**src/rtl/alu_issue_ctrl_pkg.sv**
```systemverilog
// Shared types for the ALU issue controller: opcode encoding and FSM states.
// Used by alu_issue_ctrl and its alu sub-module.
package alu_pkg;

  typedef enum logic [1:0] {
    OP_ADD = 2'b00,
    OP_MUL = 2'b01,
    OP_DIV = 2'b10,
    OP_SUB = 2'b11
  } op_e;

  typedef enum logic [1:0] {
    IDLE = 2'b00,
    EXEC = 2'b01,
    DONE = 2'b10
  } state_e;

endpackage

```
**src/rtl/alu_issue_ctrl_alu.sv**
```systemverilog
// Combinational ALU: add/sub/mul/div on unsigned WIDTH+1-bit operands with
// zero/negative/carry/overflow flags and a divide-by-zero indication.
module alu
  import alu_pkg::*;
#(
  parameter int WIDTH = 3
) (
  input  op_e              op,
  input  logic [WIDTH:0]   a,
  input  logic [WIDTH:0]   b,
  input  logic             ci,
  output logic [WIDTH:0]   result,
  output logic             cero,
  output logic             negativo,
  output logic             acarreo,
  output logic             desbordamiento,
  output logic             div0
);

  localparam int W1 = WIDTH + 1;

  logic [W1:0]     sum;
  logic [W1-1:0]   diff;
  logic [2*W1-1:0] prod;

  assign sum  = {1'b0, a} + {1'b0, b} + {{W1{1'b0}}, ci};
  assign diff = a - b;
  assign prod = {{W1{1'b0}}, a} * {{W1{1'b0}}, b};

  // Overflow uses the sign bits of the operands and the truncated result.
  always_comb begin
    result         = '0;
    acarreo        = 1'b0;
    desbordamiento = 1'b0;
    div0           = 1'b0;
    case (op)
      OP_ADD: begin
        result         = sum[W1-1:0];
        acarreo        = sum[W1];
        desbordamiento = (a[W1-1] == b[W1-1]) && (sum[W1-1] != a[W1-1]);
      end
      OP_SUB: begin
        result         = diff;
        acarreo        = (a >= b);
        desbordamiento = (a[W1-1] != b[W1-1]) && (diff[W1-1] != a[W1-1]);
      end
      OP_MUL: begin
        result  = prod[W1-1:0];
        acarreo = |prod[2*W1-1:W1];
      end
      OP_DIV: begin
        if (b == '0) begin
          result = '1;
          div0   = 1'b1;
        end else begin
          result = a / b;
        end
      end
      default: ;
    endcase
  end

  assign cero     = (result == '0);
  assign negativo = result[W1-1];

endmodule

```
**src/rtl/alu_issue_ctrl.sv**
```systemverilog
// Three-state issue controller (IDLE/EXEC/DONE) around a combinational alu.
// Optional macro ALU_ISSUE_STATS_EN adds a 16-bit response counter op_count.
module alu_issue_ctrl
  import alu_pkg::*;
#(
  parameter int WIDTH = 3
) (
  input  logic             clk,
  input  logic             rst_n,
  input  logic             req_valid,
  output logic             req_ready,
  input  logic [1:0]       req_op,
  input  logic [WIDTH:0]   req_a,
  input  logic [WIDTH:0]   req_b,
  input  logic             req_ci,
  output logic             rsp_valid,
  input  logic             rsp_ready,
  output logic [WIDTH:0]   rsp_out,
  output logic             rsp_cero,
  output logic             rsp_negativo,
  output logic             rsp_acarreo,
  output logic             rsp_desbordamiento,
  output logic             rsp_div0,
  output logic             busy
`ifdef ALU_ISSUE_STATS_EN
  ,
  output logic [15:0]      op_count
`endif
);

  state_e         state_q, state_d;
  op_e            op_q, op_d;
  logic [WIDTH:0] a_q, a_d, b_q, b_d;
  logic           ci_q, ci_d;
  logic [WIDTH:0] out_q, out_d;
  logic           cero_q, cero_d, neg_q, neg_d, carry_q, carry_d;
  logic           ovf_q, ovf_d, div0_q, div0_d;
  logic           req_ready_q, req_ready_d, busy_q, busy_d;
  logic           rsp_valid_q, rsp_valid_d;

  logic [WIDTH:0] alu_result;
  logic           alu_cero, alu_neg, alu_carry, alu_ovf, alu_div0;

  alu #(.WIDTH(WIDTH)) u_alu (
    .op             (op_q),
    .a              (a_q),
    .b              (b_q),
    .ci             (ci_q),
    .result         (alu_result),
    .cero           (alu_cero),
    .negativo       (alu_neg),
    .acarreo        (alu_carry),
    .desbordamiento (alu_ovf),
    .div0           (alu_div0)
  );

  // Status outputs are registered from the next state so they line up with it.
  always_comb begin
    state_d = state_q;
    op_d    = op_q;
    a_d     = a_q;
    b_d     = b_q;
    ci_d    = ci_q;
    out_d   = out_q;
    cero_d  = cero_q;
    neg_d   = neg_q;
    carry_d = carry_q;
    ovf_d   = ovf_q;
    div0_d  = div0_q;
    case (state_q)
      IDLE: begin
        if (req_valid) begin
          op_d    = op_e'(req_op);
          a_d     = req_a;
          b_d     = req_b;
          ci_d    = req_ci;
          state_d = EXEC;
        end
      end
      EXEC: begin
        out_d   = alu_result;
        cero_d  = alu_cero;
        neg_d   = alu_neg;
        carry_d = alu_carry;
        ovf_d   = alu_ovf;
        div0_d  = alu_div0;
        state_d = DONE;
      end
      DONE: begin
        if (rsp_ready) state_d = IDLE;
      end
      default: state_d = IDLE;
    endcase
    req_ready_d = (state_d == IDLE);
    busy_d      = (state_d != IDLE);
    rsp_valid_d = (state_d == DONE);
  end

  always_ff @(posedge clk) begin
    if (!rst_n) begin
      state_q     <= IDLE;
      op_q        <= OP_ADD;
      a_q         <= '0;
      b_q         <= '0;
      ci_q        <= 1'b0;
      out_q       <= '0;
      cero_q      <= 1'b0;
      neg_q       <= 1'b0;
      carry_q     <= 1'b0;
      ovf_q       <= 1'b0;
      div0_q      <= 1'b0;
      req_ready_q <= 1'b1;
      busy_q      <= 1'b0;
      rsp_valid_q <= 1'b0;
    end else begin
      state_q     <= state_d;
      op_q        <= op_d;
      a_q         <= a_d;
      b_q         <= b_d;
      ci_q        <= ci_d;
      out_q       <= out_d;
      cero_q      <= cero_d;
      neg_q       <= neg_d;
      carry_q     <= carry_d;
      ovf_q       <= ovf_d;
      div0_q      <= div0_d;
      req_ready_q <= req_ready_d;
      busy_q      <= busy_d;
      rsp_valid_q <= rsp_valid_d;
    end
  end

`ifdef ALU_ISSUE_STATS_EN
  logic [15:0] op_count_q, op_count_d;

  always_comb begin
    op_count_d = op_count_q;
    if (state_q == DONE && rsp_ready) op_count_d = op_count_q + 16'd1;
  end

  always_ff @(posedge clk) begin
    if (!rst_n) op_count_q <= '0;
    else        op_count_q <= op_count_d;
  end

  assign op_count = op_count_q;
`endif

  assign req_ready          = req_ready_q;
  assign busy               = busy_q;
  assign rsp_valid          = rsp_valid_q;
  assign rsp_out            = out_q;
  assign rsp_cero           = cero_q;
  assign rsp_negativo       = neg_q;
  assign rsp_acarreo        = carry_q;
  assign rsp_desbordamiento = ovf_q;
  assign rsp_div0           = div0_q;

endmodule

```
**config.mk**
```make
export PLATFORM = sky130hd
export DESIGN_NAME = alu_issue_ctrl
export DESIGN_NICKNAME = d
export VERILOG_FILES = /design/src/rtl/alu_issue_ctrl_pkg.sv /design/src/rtl/alu_issue_ctrl_alu.sv /design/src/rtl/alu_issue_ctrl.sv
export SDC_FILE = /design/constraint.sdc
export NUM_CORES = 1
export LEC_CHECK = 0
export BUFFER_PORTS_ARGS = -buffer_cell sky130_fd_sc_hd__buf_4
export CAP_MARGIN = 30
export CORE_MARGIN = 5
export CORE_UTILIZATION = 30
export CTS_BUF_LIST = sky130_fd_sc_hd__clkbuf_2 sky130_fd_sc_hd__clkbuf_4 sky130_fd_sc_hd__clkbuf_8
export CTS_CLUSTER_DIAMETER = 80
export DETAILED_ROUTE_END_ITERATION = 12
export REMOVE_ABC_BUFFERS = 1
export SYNTH_ARGS = -nofsm -noshare
export SYNTH_HDL_FRONTEND = slang
export SYNTH_HIERARCHICAL = 1
export SYNTH_SLANG_ARGS = --single-unit
```
**constraint.sdc**
```tcl
create_clock -name clk -period 4.3 [get_ports clk]
set_input_delay 0.215 -clock clk [delete_from_list [all_inputs] [get_ports clk]]
set_output_delay 0.215 -clock clk [all_outputs]
set_load 0.01 [all_outputs]
```
==> metrics.md <==
| Metric | Value |
|---|---|
| Worst skew pair latency | 270 ps |
| Yosys cell types | 56 |
| DP Wirelength | 4.13 mm |
| Core box area | 7290 um2 |
| Area delta synth->final | 20.9% |
| GR Util All Layers | 0.108 |
| Remaining DRCs | 0 |
| Sequential share of the synthesized area | 0.221 |
| Most frequently used cell type in the post-synthesis netlist | nand2_1 |
| Clk slew on worst S/H paths | 90 ps |
| N_diodes | 0 |
| Fill count | 793 |
| GR Overflow Total | 0 |
| Cell row count | 31 |
| Placement Setup Slack | 4.46 ps |
| Critical path peak fanout | 5 |
| Setup WS post-layout | 168 ps |
| Pin count of the biggest net entering global routing | 37 |
| Initial antenna violation count | 0 |
| Commonest cells post-synth | nand2_1, ha_1, dfxtp_1 |
| # nets final | 364 |
| Final period util | 0.961 |
| Drt via density | 4.85 |
| Post-synth top area share | 0.221 |
| Fin util | 0.375 |
| Cell Area, Synth | 2260 um2 |
| Cts bufs inserted | 3 |
| Routed WL | 5.31 mm |
| Initial Util | 0.310 |
| M2 GR Usage | 0.187 |
| Drt first-iter violations | 53 |
| Worst Tran Pin Value | 739 ps |
| CTS sink count | 25 |
| Peak VDD IR | 0.197 mV |
| Post-synth EDFFs | 0 |
| Async SR Flop Fraction | 0 |
| Warnings, synthesis | 6 |
| Max-slew headroom | 0.507 |
| Power Total | 731 uW |
| H-tree depth | 1 |
| 1st-pass router iterations | 4 |
| Detail Route Antenna Nets | 0 |
| FMAX | 0.242 GHz |
| DIE WIDTH | 96.9 um |
| Clock skew | 2.04 ps |
| Synth Flop Type | dfxtp_1 |
| Number of global-route vias before repair | 1876 |
| First-pass GRT wire length | 8.66 mm |
| Largest area contributor in the netlist | dfxtp_1 |
| Grt peak-use layer | met2 |
| Setup CP Type | reg -> reg |
| Mean Syn Cell Area | 8.35 um2 |
| Pwr Density | 267 nW/um2 |
| Yosys reg bits | 25 |
| Final Max Tran Viols | 0 |
| Total die area | 9380 um2 |
| I/O pin total | 27 |
| Req. time, crit path | 4460 ps |
| Final setup viols | 0 |
| Root Buffer | clkbuf_8 |
| CTS tree | built |
| Die Span Y | 96.9 um |
| Mapped Cells | 271 |
| Min-delay worst type | in -> reg |
| Final Hold Fails | 0 |
| Number of max-cap violations | 0 |
| GR Util met1 | 0.135 |
| Detailed-route via count | 1955 |
| Setup TNS Final | 0 ps |
| Startpoint Class | flip-flop |
| Status | finished clean |
| Clock buffer depth | 2 |
| Hold_ws | 162 ps |
| Critical path capture point type | flip-flop |
| Lkg Pwr | 1.21 nW |
| Top cells by area, synth | dfxtp_1, ha_1, nand2_1 |
| RD Place Congestion | 0.886 |
| Final min period | 4130 ps |
| Arrival @ worst endpoint | 4290 ps |
| Met3 usage | 0.0165 |
| Mean routed wirelength per cell | 13.2 um |
| I/O Buffers | 26 |
| Layout cells sized above 1 | 0.224 |
## sequential cells by signal, summed over array words and instances, names as in the netlist
signal and count:
req_ready 1, rsp_valid 1, ci_q 1, b_q 4, rsp_desbordamiento 1, rsp_div0 1, rsp_cero 1, rsp_negativo 1
rsp_out 4, rsp_acarreo 1, busy 1, op_q 2, a_q 4, state_q 2
## worst max-delay path: stages, from the launching register on
cell      delay, ps
dfxtp_4         370
nor3_4          250
a21oi_2          90
a21oi_2         150
ha_1            280
o21a_1          130
o211ai_1        280
mux2_4          360
ha_4            290
o21ai_4          60
a211oi_4        290
mux2_2          370
ha_1            270
a21o_2          210
a221o_1         340
and2_1          150
nand2_1          50
a21boi_0         70
## final timing paths
kind | startpoint | endpoint | slack (ps) | cells past startpoint
min | req_a[1] | a_q[1]$_SDFFE_PN0P_ | 160 | 3
max reg2reg | b_q[1]$_SDFFE_PN0P_ | rsp_out[0]$_SDFFE_PN0N_ | 170 | 17
max | b_q[1]$_SDFFE_PN0P_ | rsp_out[0]$_SDFFE_PN0N_ | 170 | 17
min reg2reg | rsp_desbordamiento$_SDFFE_PN0N_ | rsp_desbordamiento$_SDFFE_PN0N_ | 460 | 2
## metrics by stage
stage          instances  cell area, um2
5_1_grt              403            2740
3_3_place_gp         393            2570
3_5_place_dp         393            2570
2_1_floorplan        260            2190
6_report             403            2740
4_1_cts              397            2630
## power by group
part | total [mW] | internal [mW] | switching [mW]
Clock | 0.137 | 0.0648 | 0.0725
Combinational | 0.337 | 0.166 | 0.172
Sequential | 0.256 | 0.246 | 0.0107
## per-layer routing
metal | wire, um | share of wire
met1 | 2540 | 0.48
met2 | 2450 | 0.46
met3 | 145 | 0.027
met4 | 172 | 0.032
met5 | 0 | 0
## layout make-up
class,count,area [um2],share of cell area
clock buffer,3,41.3,0.0151
clock inverter,1,5.00,0.00183
inverter,25,93.8,0.0343
multi-input combinational,210,1670,0.609
sequential,25,505,0.185
tap,99,124,0.0453
timing repair buffer,40,300,0.110
## placed cells by master (no fill, tap or decap), drive strengths merged, types with 3 or more instances in the layout
cell	instances
mux2	4
xnor2	3
fa	7
a21o	5
dfxtp	25
buf	40
ha	37
a221o	3
o21ai	19
inv	25
and2	5
nor2	14
a21boi	10
nand3	13
o21a	5
clkbuf	3
nand2	39
nor3	5
a21oi	9
## kinds of logic after synthesis
logic type	Yosys count	synth area share
xor+xnor	5	0.0194
compound gates	66	0.202
buf+inv	36	0.0719
flops	25	0.221
mux	5	0.0243
simple gates	90	0.195
fa+ha+maj	44	0.266
## what timing repair did
item	4_1_cts	5_1_grt
pin swaps	0	11
hold buffers	0	0
setup endpoints to repair	2	2
gates resized for setup	1	15
setup buffers	0	6
No activity file was read; power rests on OpenSTA's default activity.
